File: src/rtl/vga_scan_out.sv
`timescale 1ns/1ps
// VGA 640x480@60 scan-out: pixel-tick divider, raster counters and a registered
// output stage that keeps hsync, vsync and colour mutually aligned and blanked.
module vga_scan_out #(
    parameter int CLK_DIV    = 4,
    parameter int RD_LATENCY = 2,
    parameter int H_VISIBLE  = 640,
    parameter int H_FRONT    = 16,
    parameter int H_SYNC     = 96,
    parameter int H_BACK     = 48,
    parameter int V_VISIBLE  = 480,
    parameter int V_FRONT    = 10,
    parameter int V_SYNC     = 2,
    parameter int V_BACK     = 33
) (
    input  logic        clk,
    input  logic        rst,
    output logic [9:0]  pix_x,
    output logic [9:0]  pix_y,
    output logic        pix_req,
    input  logic [11:0] pix_data,
    output logic        frame_start,
    output logic        hsync,
    output logic        vsync,
    output logic [3:0]  r,
    output logic [3:0]  g,
    output logic [3:0]  b
);

    localparam int H_TOTAL = H_VISIBLE + H_FRONT + H_SYNC + H_BACK;
    localparam int V_TOTAL = V_VISIBLE + V_FRONT + V_SYNC + V_BACK;
    localparam int DIV_W   = (CLK_DIV > 1) ? $clog2(CLK_DIV) : 1;

    localparam logic [DIV_W-1:0] DIV_LAST = DIV_W'(CLK_DIV - 1);
    localparam logic [9:0] H_LAST   = 10'(H_TOTAL - 1);
    localparam logic [9:0] V_LAST   = 10'(V_TOTAL - 1);
    localparam logic [9:0] H_VIS    = 10'(H_VISIBLE);
    localparam logic [9:0] V_VIS    = 10'(V_VISIBLE);
    localparam logic [9:0] HS_FIRST = 10'(H_VISIBLE + H_FRONT);
    localparam logic [9:0] HS_LAST  = 10'(H_VISIBLE + H_FRONT + H_SYNC - 1);
    localparam logic [9:0] VS_FIRST = 10'(V_VISIBLE + V_FRONT);
    localparam logic [9:0] VS_LAST  = 10'(V_VISIBLE + V_FRONT + V_SYNC - 1);

    logic [DIV_W-1:0] div_q, div_d;
    logic [9:0]       h_q, h_d;
    logic [9:0]       v_q, v_d;
    logic             hsync_q, hsync_d;
    logic             vsync_q, vsync_d;
    logic             frame_q, frame_d;
    logic [11:0]      rgb_q, rgb_d;
    logic             tick;
    logic             h_wrap;
    logic             v_wrap;

    assign tick    = (div_q == DIV_LAST);
    assign h_wrap  = (h_q == H_LAST);
    assign v_wrap  = (v_q == V_LAST);
    assign pix_req = (h_q < H_VIS) && (v_q < V_VIS);

    always_comb begin
        // NOTE: every _d gets a default before any branch, so no path can infer a latch.
        div_d   = div_q + DIV_W'(1);
        h_d     = h_q;
        v_d     = v_q;
        hsync_d = hsync_q;
        vsync_d = vsync_q;
        rgb_d   = rgb_q;
        frame_d = 1'b0;
        if (tick) begin
            div_d = '0;
            h_d   = h_wrap ? 10'd0 : h_q + 10'd1;
            if (h_wrap) begin
                v_d = v_wrap ? 10'd0 : v_q + 10'd1;
            end
            // Output stage samples the position being left, so it trails the counters by one pixel.
            hsync_d = ~((h_q >= HS_FIRST) && (h_q <= HS_LAST));
            vsync_d = ~((v_q >= VS_FIRST) && (v_q <= VS_LAST));
            rgb_d   = pix_req ? pix_data : 12'h000;
            frame_d = h_wrap && v_wrap;
        end
    end

    always_ff @(posedge clk) begin
        // NOTE: non-blocking assignments so every register updates from pre-edge values.
        if (rst) begin
            div_q   <= '0;
            h_q     <= '0;
            v_q     <= '0;
            hsync_q <= 1'b1;
            vsync_q <= 1'b1;
            rgb_q   <= 12'h000;
            frame_q <= 1'b0;
        end else begin
            div_q   <= div_d;
            h_q     <= h_d;
            v_q     <= v_d;
            hsync_q <= hsync_d;
            vsync_q <= vsync_d;
            rgb_q   <= rgb_d;
            frame_q <= frame_d;
        end
    end

    // Colour is captured on the tick, CLK_DIV-1 clocks after the coordinate change.
    always_ff @(posedge clk) begin
        assert (RD_LATENCY <= CLK_DIV - 1);
    end

    assign pix_x       = h_q;
    assign pix_y       = v_q;
    assign hsync       = hsync_q;
    assign vsync       = vsync_q;
    assign frame_start = frame_q;
    assign {r, g, b}   = rgb_q;

endmodule

File: config.mk
export PLATFORM = sky130hd
export DESIGN_NAME = vga_scan_out
export DESIGN_NICKNAME = d
export VERILOG_FILES = /design/src/rtl/vga_scan_out.sv
export SDC_FILE = /design/constraint.sdc
export NUM_CORES = 1
export LEC_CHECK = 0
export BUFFER_PORTS_ARGS = -buffer_cell sky130_fd_sc_hd__buf_2
export CORE_AREA = 4 4 60 62
export DETAILED_ROUTE_END_ITERATION = 16
export DIE_AREA = 0 0 64 66
export PLACE_DENSITY = 0.92
export SYNTH_ARGS = -nofsm -noshare
export SYNTH_HDL_FRONTEND = slang
export SYNTH_SLANG_ARGS = --single-unit
File: constraint.sdc
create_clock -name clk -period 4 [get_ports clk]
set_input_delay 0.6 -clock clk [delete_from_list [all_inputs] [get_ports clk]]
set_output_delay 0.6 -clock clk [all_outputs]
set_load 0.01 [all_outputs]
==> flow_summary.rst <==
.. list-table::
   :header-rows: 1

   * - Metric
     - Value
   * - Run status
     - finished clean
   * - Highest fanout seen on the critical path
     - 11
   * - Violation count after the first detailed-routing iteration
     - 74
   * - RSZ-0062 raised after global routing
     - no
   * - Max-slew headroom
     - 0.429
   * - Hold-fix buffers, CTS
     - 0
   * - Largest net degree at the start of global routing
     - 18
   * - Final setup violation count
     - 0
   * - Xor and xnor fraction of the mapped netlist area
     - 0.0592
   * - Part of the Yosys area used for sequential elements
     - 0.455
   * - Clock transition at the registers of the reported paths
     - ~0.10 ns
   * - Insertion delay to the later sink of the worst-skew pair
     - roughly 0.34 ns
   * - Chip Width
     - 64 um
   * - Wire length of the first global-routing pass
     - around 6000 um
   * - Buffers inserted by post-CTS timing repair
     - 0
   * - Number of nets with antenna violations after detailed routing
     - 0
   * - Max-slew violation count
     - 0
   * - Via count of the first global-routing pass
     - 1324
   * - Dominant combinational cell family by area after synthesis
     - simple AND/OR/NAND/NOR gates
   * - Switching power as a share of total power
     - 0.224
   * - Required time at the worst-slack endpoint
     - around 4.2 ns
   * - Minimum clock period
     - slightly above 2 ns
   * - Number of storage elements in the synthesis netlist
     - 37
   * - Storage element area
     - ~740 um2
   * - Number of filler instances in the final layout
     - ~260
   * - Worst Setup Start Kind
     - register
   * - Die height
     - ~66 um
   * - Post-route DRC
     - 0
   * - Maximum count of clock buffers along a single path
     - 2
   * - Portion of total power attributed to sequential cells
     - 0.598
   * - Avg Inst Size Synth
     - 9.81 um2
   * - Final-layout setup total negative slack
     - 0 ns
   * - Max Clk Rate
     - slightly below 500 MHz
   * - I/O pin cnt
     - 50
   * - Diodes inserted
     - 0
   * - CTS resizes
     - 0
   * - Post-synthesis mux area share
     - 0.00692
   * - Switching power total
     - 0.143 mW
   * - Overall via count from detail_route
     - between 1k and 1.5k
   * - Share of synthesized cell area in full adder, half adder and majority cells
     - 0.0384
   * - Leakage component of the power
     - approximately 0.8 nW
   * - Share of final-layout standard cells stronger than drive strength 1
     - 0.302
   * - Starting density of the core
     - 0.538
   * - Share of power burned in the clock network
     - 0.346
   * - Nets in the synthesized netlist
     - approximately 190
   * - Sinks on Clock Net
     - 37
   * - Cell chosen for the clock root
     - clkbuf_4
   * - Period utilisation layout
     - 0.513
   * - Clock tree from TritonCTS
     - done
   * - Wire per inst
     - approximately 14 um
   * - Cell Pwr Density
     - approximately 330 nW/um2
   * - Worst VDD drop
     - about 240 uV
   * - Number of placement rows
     - 20
   * - NumNets Final
     - about 230
   * - TritonRoute pass-1 iters
     - 4
   * - Max-cap violations
     - 0
   * - DIE AREA
     - about 4200 um2
   * - Warnings from Yosys
     - 0
   * - Data arrival time of the critical path
     - ~2.3 ns
   * - Total count of hold-check failures in the final report
     - 0
   * - Inserted Clock Buffers
     - 5
   * - Synth Area in Compound Gates
     - 0.135
   * - Internal power contribution
     - about 0.49 mW
   * - Crit Path Class
     - register to register
   * - Standard cell core area
     - 3030 um2
   * - Actual slew at the worst max-slew pin
     - roughly 0.85 ns
   * - Leading cell types in the layout, fill and taps excluded
     - buf_2 (49), dfxtp_1 (37), nor2_1 (13), a22o_1 (13), nor3_1 (9)
   * - Area growth syn-to-layout
     - 19.8%
   * - Number of distinct library cells after synthesis
     - 40
   * - Kind of path behind the tightest hold check
     - register to register
   * - H-tree depth reported by CTS
     - 2
   * - # port buffers
     - about 50
   * - Type of destination of the critical path
     - register
   * - Final estimated routing congestion in global placement
     - around 0.95
   * - Count of flip-flops with a built-in enable after synthesis
     - 0
   * - Number of vias per cell
     - between 5 and 6
   * - DP HPWL
     - around 2600 um
   * - Worst clock skew
     - ~0.006 ns
   * - Gate power share
     - 0.056
   * - Area fraction in and, or, nand and nor cells after synthesis
     - 0.264
   * - Antenna violations before repair
     - 0
   * - Total routing resource utilization after global routing
     - 0.186
   * - Post-Synthesis Cells
     - 166
   * - Total wire length
     - roughly 3600 um
   * - Gr ovfl total
     - 0
   * - Fin worst setup slack
     - around 1.9 ns
   * - Post-synth design cell area
     - approximately 1600 um2
   * - Pre-CTS setup slack
     - 1.96 ns
   * - Most instantiated flip-flop cell in the synthesis netlist
     - dfxtp_1
   * - Share of synthesized flip-flops with an asynchronous set or reset
     - 0
   * - Area occupied by multi-input gates
     - approximately 800 um2
   * - Most frequent standard cell in the layout excluding fill and tap cells
     - buf_2
==> logic make-up after synthesis <==
logic type	Yosys count
multiplexers	1
buffers and inverters	13
AND/OR/NAND/NOR	69
adder cells (fa/ha/maj)	5
flip-flops	37
AO/OA/AOI/OAI	30
XOR/XNOR	11
==> synthesized netlist by cell type (all sizes together), types with 4 or more instances <==
cell type / count / share of area
dfxtp: 37 / 0.46
a22o: 13 / 0.070
nor2: 13 / 0.030
nor3: 10 / 0.034
a21oi: 8 / 0.025
nand2: 8 / 0.018
nand3: 7 / 0.029
nand4: 7 / 0.035
xor2: 6 / 0.032
buf: 5 / 0.023
ha: 5 / 0.038
inv: 5 / 0.012
xnor2: 5 / 0.027
nor4: 4 / 0.019
==> worst max-delay path, stage by stage, from the launching register on <==
cell	delay, ns
dfxtp_1	0.36
ha_1	0.35
and4_1	0.39
nand3_4	0.15
o21bai_1	0.57
nor2_1	0.11
==> registers in the layout (all words and copies together) (netlist names) <==
register / count
div_q: 2
frame_start: 1
hsync: 1
pix_x: 10
pix_y: 10
rgb_q: 12
vsync: 1
==> through the flow <==
stage / hold WS, ns / std cells / power [mW] / util / area [um2]
final: 0.456 / 259 / 0.637 / 0.644 / 1950
after global routing: 0.438 / 259 / 0.667 / 0.644 / 1950
after CTS: 0.443 / 259 / 0.644 / 0.644 / 1950
after detailed placement: 0.443 / 251 / 0.425 / 0.621 / 1880
after global placement: 0.410 / 251 / 0.424 / 0.621 / 1880
after floorplan: 0.404 / 166 / 0.409 / - / 1630
==> layer usage <==
metal / GRT usage / vias to the layer above / wire (um)
met1: 0.234 / 676 / 1600
met5: 0 / - / 0
li1: - / 712 / -
met4: 0.0889 / 0 / 65
met2: 0.283 / 65 / 1580
met3: 0.0663 / 6 / 334
==> cell type report <==
| class | count | area share |
|---|---|---|
| multi-input combinational | 116 | 0.420 |
| sequential | 37 | 0.380 |
| timing repair buffer | 49 | 0.126 |
| clock buffer | 7 | 0.0334 |
| tap | 44 | 0.0282 |
| inverter | 5 | 0.00963 |
| clock inverter | 1 | 0.00257 |
==> power groups by stage <==
stage          registers [mW]  logic (mW)  clock network, mW
3_3_place_gp            0.389      0.0345                  0
4_1_cts                 0.381      0.0361              0.227
3_5_place_dp            0.389      0.0360                  0
5_1_grt                 0.382      0.0407              0.244
6_report                0.381      0.0355              0.220
2_1_floorplan           0.392      0.0177                  0
==> final timing paths <==
kind / startpoint / to / slack, ns / cells after the start
setup / recovery: div_q[0]$_SDFF_PP0_ / pix_y[3]$_SDFFE_PP0P_ / 1.95 / 5
hold / removal: div_q[0]$_SDFF_PP0_ / div_q[0]$_SDFF_PP0_ / 0.46 / 1
setup reg to reg: div_q[0]$_SDFF_PP0_ / pix_y[3]$_SDFFE_PP0P_ / 1.95 / 5
hold reg to reg: div_q[0]$_SDFF_PP0_ / div_q[0]$_SDFF_PP0_ / 0.46 / 1
Power figures use the tool's default switching activity.
